$ cat src/rtl/retire_commit_if.sv
// Retire-commit bus bundle: ROB retire inputs, free-tag handshake,
// committed-store handshake, flush/redirect and error outputs.
interface retire_commit_if #(
    parameter int TAG_W = 5
);
    logic [TAG_W-1:0] Retire_rd_tag;
    logic [4:0]       Retire_rd_reg;
    logic [31:0]      Retire_data;
    logic [31:0]      Retire_pc;
    logic             Retire_branch;
    logic             Retire_branch_taken;
    logic             Retire_store_ready;
    logic             Retire_valid;
    logic             Arf_wen;
    logic [4:0]       Arf_waddr;
    logic [31:0]      Arf_wdata;
    logic [TAG_W-1:0] Tag_out;
    logic             Tag_valid;
    logic             Tag_take;
    logic [TAG_W-1:0] Store_commit_tag;
    logic             Store_commit_valid;
    logic             Store_commit_ready;
    logic             Flush;
    logic [31:0]      Redirect_pc;
    logic             Redirect_valid;
    logic             Err_overflow;

    modport master (
        output Retire_rd_tag, Retire_rd_reg, Retire_data, Retire_pc,
        output Retire_branch, Retire_branch_taken, Retire_store_ready,
        output Retire_valid, Tag_take, Store_commit_ready,
        input  Arf_wen, Arf_waddr, Arf_wdata, Tag_out, Tag_valid,
        input  Store_commit_tag, Store_commit_valid, Flush,
        input  Redirect_pc, Redirect_valid, Err_overflow
    );

    modport slave (
        input  Retire_rd_tag, Retire_rd_reg, Retire_data, Retire_pc,
        input  Retire_branch, Retire_branch_taken, Retire_store_ready,
        input  Retire_valid, Tag_take, Store_commit_ready,
        output Arf_wen, Arf_waddr, Arf_wdata, Tag_out, Tag_valid,
        output Store_commit_tag, Store_commit_valid, Flush,
        output Redirect_pc, Redirect_valid, Err_overflow
    );
endinterface

$ cat src/rtl/retire_commit.sv
// Retire consumer: ARF write, free-tag list, committed-store queue, flush.
// Ports: clock, reset (async active-low), rc = retire_commit_if slave.
module retire_commit #(
    parameter int TAG_W        = 5,
    parameter int STQ_DEPTH    = 4,
    parameter int FLUSH_CYCLES = 2
) (
    input  logic            clock,
    input  logic            reset,
    retire_commit_if.slave  rc
);
    localparam int NTAG = 1 << TAG_W;
    localparam int SQ_W = $clog2(STQ_DEPTH);
    localparam int FC_W = $clog2(FLUSH_CYCLES) + 1;

    typedef enum logic {RUN, FLUSH} state_e;

    state_e            state_q, state_d;
    logic [FC_W-1:0]   fc_q, fc_d;
    logic              run;
    logic              accept;
    logic              taken;

    // FSM: state register
    always_ff @(posedge clock or negedge reset) begin
        if (!reset) begin
            state_q <= RUN;
            fc_q    <= '0;
        end else begin
            state_q <= state_d;
            fc_q    <= fc_d;
        end
    end

    // FSM: next state
    always_comb begin
        state_d = state_q;
        fc_d    = fc_q;
        unique case (state_q)
            RUN: begin
                if (taken) begin
                    state_d = FLUSH;
                    fc_d    = FC_W'(FLUSH_CYCLES - 1);
                end
            end
            FLUSH: begin
                if (fc_q == '0) state_d = RUN;
                else            fc_d = fc_q - 1'b1;
            end
            default: state_d = RUN;
        endcase
    end

    // FSM: outputs
    always_comb begin
        run    = (state_q == RUN);
        accept = rc.Retire_valid && run;
        taken  = accept && rc.Retire_branch && rc.Retire_branch_taken;
    end

    // Free-tag list
    logic [TAG_W-1:0] fl_q [NTAG];
    logic [TAG_W-1:0] fl_head_q;
    logic [TAG_W:0]   fl_cnt_q;
    logic [TAG_W-1:0] fl_tail;
    logic             fl_full;
    logic             fl_take;
    logic             fl_ret;

    assign fl_tail  = fl_head_q + fl_cnt_q[TAG_W-1:0];
    assign fl_full  = (fl_cnt_q == (TAG_W+1)'(NTAG));
    assign fl_take  = rc.Tag_take && rc.Tag_valid;
    assign fl_ret   = accept && !fl_full;

    assign rc.Tag_valid = (fl_cnt_q != '0) && run;
    assign rc.Tag_out   = fl_q[fl_head_q];

    // A taken branch reclaims every tag, so its own return is absorbed
    always_ff @(posedge clock or negedge reset) begin
        if (!reset) begin
            for (int i = 0; i < NTAG; i++) fl_q[i] <= TAG_W'(i);
            fl_head_q <= '0;
            fl_cnt_q  <= (TAG_W+1)'(NTAG);
        end else if (taken) begin
            for (int i = 0; i < NTAG; i++) fl_q[i] <= TAG_W'(i);
            fl_head_q <= '0;
            fl_cnt_q  <= (TAG_W+1)'(NTAG);
        end else begin
            if (fl_ret) fl_q[fl_tail] <= rc.Retire_rd_tag;
            if (fl_take) fl_head_q <= fl_head_q + 1'b1;
            fl_cnt_q <= fl_cnt_q + {{TAG_W{1'b0}}, fl_ret}
                                 - {{TAG_W{1'b0}}, fl_take};
        end
    end

    // Committed-store queue (survives flush)
    logic [TAG_W-1:0] sq_q [STQ_DEPTH];
    logic [SQ_W-1:0]  sq_head_q;
    logic [SQ_W:0]    sq_cnt_q;
    logic [SQ_W-1:0]  sq_tail;
    logic             sq_full;
    logic             sq_push_req;
    logic             sq_push;
    logic             sq_pop;

    assign sq_tail     = sq_head_q + sq_cnt_q[SQ_W-1:0];
    assign sq_full     = (sq_cnt_q == (SQ_W+1)'(STQ_DEPTH));
    assign sq_push_req = accept && rc.Retire_store_ready;
    assign sq_push     = sq_push_req && !sq_full;
    assign sq_pop      = rc.Store_commit_valid && rc.Store_commit_ready;

    assign rc.Store_commit_valid = (sq_cnt_q != '0);
    assign rc.Store_commit_tag   = sq_q[sq_head_q];

    always_ff @(posedge clock or negedge reset) begin
        if (!reset) begin
            for (int i = 0; i < STQ_DEPTH; i++) sq_q[i] <= '0;
            sq_head_q <= '0;
            sq_cnt_q  <= '0;
        end else begin
            if (sq_push) sq_q[sq_tail] <= rc.Retire_rd_tag;
            if (sq_pop) sq_head_q <= sq_head_q + 1'b1;
            sq_cnt_q <= sq_cnt_q + {{SQ_W{1'b0}}, sq_push}
                                 - {{SQ_W{1'b0}}, sq_pop};
        end
    end

    // Registered ARF write, flush/redirect pulses, sticky error
    logic        arf_wen_q;
    logic [4:0]  arf_waddr_q;
    logic [31:0] arf_wdata_q;
    logic        flush_q;
    logic [31:0] rpc_q;
    logic        err_q;
    logic        arf_wen_d;

    assign arf_wen_d = accept && !rc.Retire_branch
                    && !rc.Retire_store_ready
                    && (rc.Retire_rd_reg != 5'd0);

    always_ff @(posedge clock or negedge reset) begin
        if (!reset) begin
            arf_wen_q   <= 1'b0;
            arf_waddr_q <= '0;
            arf_wdata_q <= '0;
            flush_q     <= 1'b0;
            rpc_q       <= '0;
            err_q       <= 1'b0;
        end else begin
            arf_wen_q <= arf_wen_d;
            if (arf_wen_d) begin
                arf_waddr_q <= rc.Retire_rd_reg;
                arf_wdata_q <= rc.Retire_data;
            end
            flush_q <= taken;
            if (taken) rpc_q <= rc.Retire_pc;
            if ((accept && fl_full && !taken) || (sq_push_req && sq_full))
                err_q <= 1'b1;
        end
    end

    assign rc.Arf_wen        = arf_wen_q;
    assign rc.Arf_waddr      = arf_waddr_q;
    assign rc.Arf_wdata      = arf_wdata_q;
    assign rc.Flush          = flush_q;
    assign rc.Redirect_valid = flush_q;
    assign rc.Redirect_pc    = rpc_q;
    assign rc.Err_overflow   = err_q;
endmodule

$ cat src/flat_wrapper.sv
// flat-port wrapper written by rule: the top's interface ports become plain ports
module retire_commit_flat 
#(
    parameter int TAG_W        = 5,
    parameter int STQ_DEPTH    = 4,
    parameter int FLUSH_CYCLES = 2
)
  (clock, reset, rc_Retire_rd_tag, rc_Retire_rd_reg, rc_Retire_data, rc_Retire_pc, rc_Retire_branch, rc_Retire_branch_taken, rc_Retire_store_ready, rc_Retire_valid, rc_Tag_take, rc_Store_commit_ready, rc_Arf_wen, rc_Arf_waddr, rc_Arf_wdata, rc_Tag_out, rc_Tag_valid, rc_Store_commit_tag, rc_Store_commit_valid, rc_Flush, rc_Redirect_pc, rc_Redirect_valid, rc_Err_overflow);
  retire_commit_if #(.TAG_W(TAG_W)) rc_i ();
  input  logic clock;
  input  logic reset;
  input wire logic [$bits(rc_i.Retire_rd_tag)-1:0] rc_Retire_rd_tag;
  input wire logic [$bits(rc_i.Retire_rd_reg)-1:0] rc_Retire_rd_reg;
  input wire logic [$bits(rc_i.Retire_data)-1:0] rc_Retire_data;
  input wire logic [$bits(rc_i.Retire_pc)-1:0] rc_Retire_pc;
  input wire logic [$bits(rc_i.Retire_branch)-1:0] rc_Retire_branch;
  input wire logic [$bits(rc_i.Retire_branch_taken)-1:0] rc_Retire_branch_taken;
  input wire logic [$bits(rc_i.Retire_store_ready)-1:0] rc_Retire_store_ready;
  input wire logic [$bits(rc_i.Retire_valid)-1:0] rc_Retire_valid;
  input wire logic [$bits(rc_i.Tag_take)-1:0] rc_Tag_take;
  input wire logic [$bits(rc_i.Store_commit_ready)-1:0] rc_Store_commit_ready;
  output wire logic [$bits(rc_i.Arf_wen)-1:0] rc_Arf_wen;
  output wire logic [$bits(rc_i.Arf_waddr)-1:0] rc_Arf_waddr;
  output wire logic [$bits(rc_i.Arf_wdata)-1:0] rc_Arf_wdata;
  output wire logic [$bits(rc_i.Tag_out)-1:0] rc_Tag_out;
  output wire logic [$bits(rc_i.Tag_valid)-1:0] rc_Tag_valid;
  output wire logic [$bits(rc_i.Store_commit_tag)-1:0] rc_Store_commit_tag;
  output wire logic [$bits(rc_i.Store_commit_valid)-1:0] rc_Store_commit_valid;
  output wire logic [$bits(rc_i.Flush)-1:0] rc_Flush;
  output wire logic [$bits(rc_i.Redirect_pc)-1:0] rc_Redirect_pc;
  output wire logic [$bits(rc_i.Redirect_valid)-1:0] rc_Redirect_valid;
  output wire logic [$bits(rc_i.Err_overflow)-1:0] rc_Err_overflow;
  assign rc_i.Retire_rd_tag = rc_Retire_rd_tag;
  assign rc_i.Retire_rd_reg = rc_Retire_rd_reg;
  assign rc_i.Retire_data = rc_Retire_data;
  assign rc_i.Retire_pc = rc_Retire_pc;
  assign rc_i.Retire_branch = rc_Retire_branch;
  assign rc_i.Retire_branch_taken = rc_Retire_branch_taken;
  assign rc_i.Retire_store_ready = rc_Retire_store_ready;
  assign rc_i.Retire_valid = rc_Retire_valid;
  assign rc_i.Tag_take = rc_Tag_take;
  assign rc_i.Store_commit_ready = rc_Store_commit_ready;
  assign rc_Arf_wen = rc_i.Arf_wen;
  assign rc_Arf_waddr = rc_i.Arf_waddr;
  assign rc_Arf_wdata = rc_i.Arf_wdata;
  assign rc_Tag_out = rc_i.Tag_out;
  assign rc_Tag_valid = rc_i.Tag_valid;
  assign rc_Store_commit_tag = rc_i.Store_commit_tag;
  assign rc_Store_commit_valid = rc_i.Store_commit_valid;
  assign rc_Flush = rc_i.Flush;
  assign rc_Redirect_pc = rc_i.Redirect_pc;
  assign rc_Redirect_valid = rc_i.Redirect_valid;
  assign rc_Err_overflow = rc_i.Err_overflow;
  retire_commit #(.TAG_W(TAG_W), .STQ_DEPTH(STQ_DEPTH), .FLUSH_CYCLES(FLUSH_CYCLES)) u_core (.clock(clock), .reset(reset), .rc(rc_i));
endmodule
$ cat config.mk
export PLATFORM = sky130hd
export DESIGN_NAME = retire_commit_flat
export DESIGN_NICKNAME = d
export VERILOG_FILES = /design/src/rtl/retire_commit_if.sv /design/src/rtl/retire_commit.sv /design/src/flat_wrapper.sv
export SDC_FILE = /design/constraint.sdc
export NUM_CORES = 1
export LEC_CHECK = 0
export ABC_AREA = 1
export BUFFER_PORTS_ARGS = -buffer_cell sky130_fd_sc_hd__buf_2
export CAP_MARGIN = 20
export CORE_ASPECT_RATIO = 1.5
export CORE_MARGIN = 2
export CORE_UTILIZATION = 63
export CTS_CLUSTER_SIZE = 12
export DETAILED_ROUTE_END_ITERATION = 8
export PLACE_DENSITY = 0.85
export SLEW_MARGIN = 20
export SYNTH_ARGS = -nofsm -noshare
export SYNTH_HDL_FRONTEND = slang
export SYNTH_SLANG_ARGS = --single-unit
$ cat constraint.sdc
create_clock -name clock -period 7.9 [get_ports clock]
set_input_delay 0.79 -clock clock [delete_from_list [all_inputs] [get_ports clock]]
set_output_delay 0.79 -clock clock [all_outputs]
set_load 0.01 [all_outputs]
==> results.md <==
* EDFF count, synth at 0
* Residual DRC count at 0
* CP Launch Point: u_core.fl_head_q[0]$_DFFE_PN0P_
* Vias in the first global route at 12300
* Peak VDD IR at between 0.3 and 0.4 mV
* Simple-gate portion of the synthesized area at 0.290
* Remaining Overflow, GRT at 0
* Ranking of synthesized cells by area: dfrtp_1 34%, dfstp_2 15%, nand2_1 11%
* Cell taking the most area after synthesis: dfrtp_1
* Sink Count at about 270
* Min Tclk post-route at a little under 4 ns
* Final instance area at around 16000 µm²
* Xor and xnor fraction of the mapped netlist area at 0.00508
* Post-Synthesis Cells at about 1700
* Slew @ Worst Pin at roughly 1 ns
* Compound-Gate Fraction of Synth Area at 0.0984
* Power Total at 7.10 mW
* Final setup fails at 0
* PwrDens at 454 nW/µm²
* HP Class: input pin to async pin
* First-pass GRT wire length at between 60000 and 70000 µm
* Status: complete, no violations
* Drt first pass iters at 5
* Reg2reg path depth at 10
* Vias at 12500
* Hold buffers post-CTS at 0
* Clock Tree Buf Depth at 3
* Max frequency at around 250 MHz
* Placed wire-length estimate at around 24000 µm
* Die W at roughly 130 µm
* Synth cell types at between 40 and 50
* Critical R2R Launch: u_core.fl_head_q[0]$_DFFE_PN0P_
* Starting Density at 0.644
* Largest family of logic cells by synthesized area: simple AND/OR/NAND/NOR gates
* Worst setup EP type: output port
* Crit path DAT at ~3.1 ns
* Register area share after synthesis at 0.490
* Pins over their slew limit at 0
* Final Hold Viols at 0
* Slew headroom at 0.333
* End point of the critical path: rc_Tag_out[2]
* Die H at 187 µm
* Nets@finish at 1939
* Clk slew on worst S/H paths at 0.06 ns
* CTS root buf: clkbuf_16
* CTS tree: built
* Die footprint at about 24000 µm²
* Worst hold slack at ~0.31 ns
* Crit path required time at between 7 and 8 ns
* R2r endpoint: u_core.fl_q[98]$_DFFE_PN1P_
* DR iter-0 viols at between 1000 and 1500
* WL per Instance at ~17 µm
* Drt total wl at about 37000 µm
* H-tree Lvls at 1
* CTS buffer count at 27
* Layout cell share with drive strength beyond 1 at 0.191
* Row cnt at 66
* Crit path launch type: register
* Largest net degree at the start of global routing at roughly 130
* Post-Syn Area per Cell at 8.12 µm²
* Via/cell ratio at between 5 and 6
* Net count after synthesis at 1832
* Total track usage at 0.310
* Routed Antenna Nets at 0
* PostCTS Resize Cnt at 0
* Initial antenna violation count at 0
* Antenna diode count at 0
* CP Max Fanout at 53
* Placed inst area at approximately 15000 µm²
* Max cap viols at 0
* Mapped Area at approximately 14000 µm²
* #FFs+latches synth at roughly 270
* Mux contribution to synthesized area at 0
* Final core utilization at 0.718
* WS Path Type: register to output port
* Area growth syn-to-layout at 11.4%
* Setup Skew at roughly 0.012 ns
* R2R Setup Slk at between 4 and 5 ns
* Main synth FF type: dfrtp_1
* Post-CTS setup buffers at 0
* Setup TNS at 0 ns
* Core ar. at ~22000 µm²
* Worst-skew pair later-pin latency at approximately 0.53 ns
* Synth warn at 0
* Leak Pwr at slightly above 8 nW
* FFs w/ async S/R, synth at 1.00
* Io pins at between 150 and 200
* RSZ-0062 raised after global routing: false
* Yosys top cell area share at 0.339
* Gp weighted congestion at between 0.8 and 0.9
* Tcrit/Tclk final at 0.498
* IO buf count at around 170
* Post-Synth Adder-Cell Area at 0.0203
[routing by layer]
layer	global-route usage	vias up	wire [µm]	share of wire
met5	0	-	0	0
met4	0.170	0	2050	0.056
met3	0.0492	149	2840	0.077
met2	0.525	631	18100	0.49
met1	0.378	5917	13700	0.37
li1	-	5832	-	-
[worst max-delay path, stage by stage, from the launching register on]
cell,delay (ns)
dfrtp_2,0.90
buf_4,0.63
nor2_1,0.11
nor2_1,0.12
o21ai_0,0.13
o211ai_1,0.14
nand3_1,0.15
nand2_1,0.16
nand2_1,0.07
inv_1,0.05
buf_2,0.12
[cells by family after synthesis]
logic type	count (synthesis)
simple gates	841
buf+inv	330
flops	271
compound gates	260
fa+ha+maj	21
xor+xnor	6
[cell type report]
class	instances	area [µm²]
clock buffer	46	777
clock inverter	2	10.0
fill	1678	6150
inverter	228	863
multi-input combinational	1128	5820
sequential	271	6890
tap	272	340
timing repair buffer	180	946
[report_power, final]
part	internal (mW)	switching (mW)	total, mW	leakage [nW]
Sequential	2.04	0.353	2.39	3.31
Combinational	1.02	2.50	3.52	4.45
Clock	0.662	0.525	1.19	0.381
Total	3.72	3.38	7.10	8.14
[layout by cell type (no fill, tap or decap), types with 4 or more instances in the layout]
| master | synthesis | final |
|---|---|---|
| nor2_4 | 7 | 8 |
| a21oi_1 | 49 | 49 |
| nand4_1 | 47 | 47 |
| o21ai_1 | 34 | 34 |
| ha_1 | 18 | 18 |
| nand3_1 | 238 | 238 |
| nand3_4 | 9 | 9 |
| o211ai_1 | 27 | 27 |
| nor2_2 | 4 | 5 |
| o21ai_0 | 142 | 142 |
| nor2_1 | 94 | 92 |
| nand2_1 | 405 | 405 |
| buf_2 | 18 | 165 |
| dfrtp_1 | 190 | 188 |
| nand3_2 | 10 | 10 |
| inv_2 | 4 | 4 |
| clkinv_1 | 3 | 4 |
| o22ai_1 | 5 | 5 |
| nand4_4 | 9 | 9 |
| buf_4 | 4 | 14 |
| inv_1 | 220 | 218 |
| dfstp_2 | 81 | 81 |
| clkbuf_16 | 0 | 27 |
| clkbuf_1 | 56 | 16 |
| nor3_1 | 5 | 5 |
[flip-flops by register name, indices dropped and copies added (netlist names)]
signal,flops
u_core.fl_q,160
u_core.rc.Arf_wdata,32
u_core.rc.Redirect_pc,32
u_core.sq_q,20
u_core.fl_cnt_q,6
u_core.fl_head_q,5
u_core.rc.Arf_waddr,5
u_core.sq_cnt_q,3
u_core.fc_q,2
u_core.sq_head_q,2
u_core.rc.Arf_wen,1
u_core.rc.Err_overflow,1
u_core.rc.Flush,1
u_core.state_q,1
[metrics by stage]
stage / setup WS [ns] / instances
finish: 3.97 / 2127
global route: 3.78 / 2127
CTS: 4.07 / 2127
detailed placement: 4.11 / 2079
global placement: 4.26 / 2079
floorplan: 5.38 / 1729
[Yosys cell counts (5+ instances only)]
library cell  instances
a21oi_1              49
clkbuf_1             56
nand3_1             238
o21ai_1              34
buf_1                17
o22ai_1               5
o21ai_0             142
nor2_1               94
o211ai_1             27
nand3_4               9
nand4_4               9
nand3_2              10
dfstp_2              81
dfrtp_1             190
ha_1                 18
nor3_1                5
nor2_4                7
nand2_1             405
buf_2                18
nand4_1              47
inv_1               220
[worst min path at each step]
stage / endpoint / slack, ns / cells after the start
global placement: u_core.rc.Redirect_pc[23]$_DFFE_PN0P_ / 0.45 / 2
CTS: u_core.fl_q[58]$_DFFE_PN0P_ / 0.34 / 1
floorplan: u_core.sq_q[10]$_DFFE_PN0P_ / 0.45 / 2
detailed placement: u_core.rc.Redirect_pc[11]$_DFFE_PN0P_ / 0.45 / 2
finish: u_core.fl_q[53]$_DFFE_PN0P_ / 0.31 / 1
global route: u_core.fl_q[53]$_DFFE_PN0P_ / 0.36 / 1
Power figures use the tool's default switching activity.
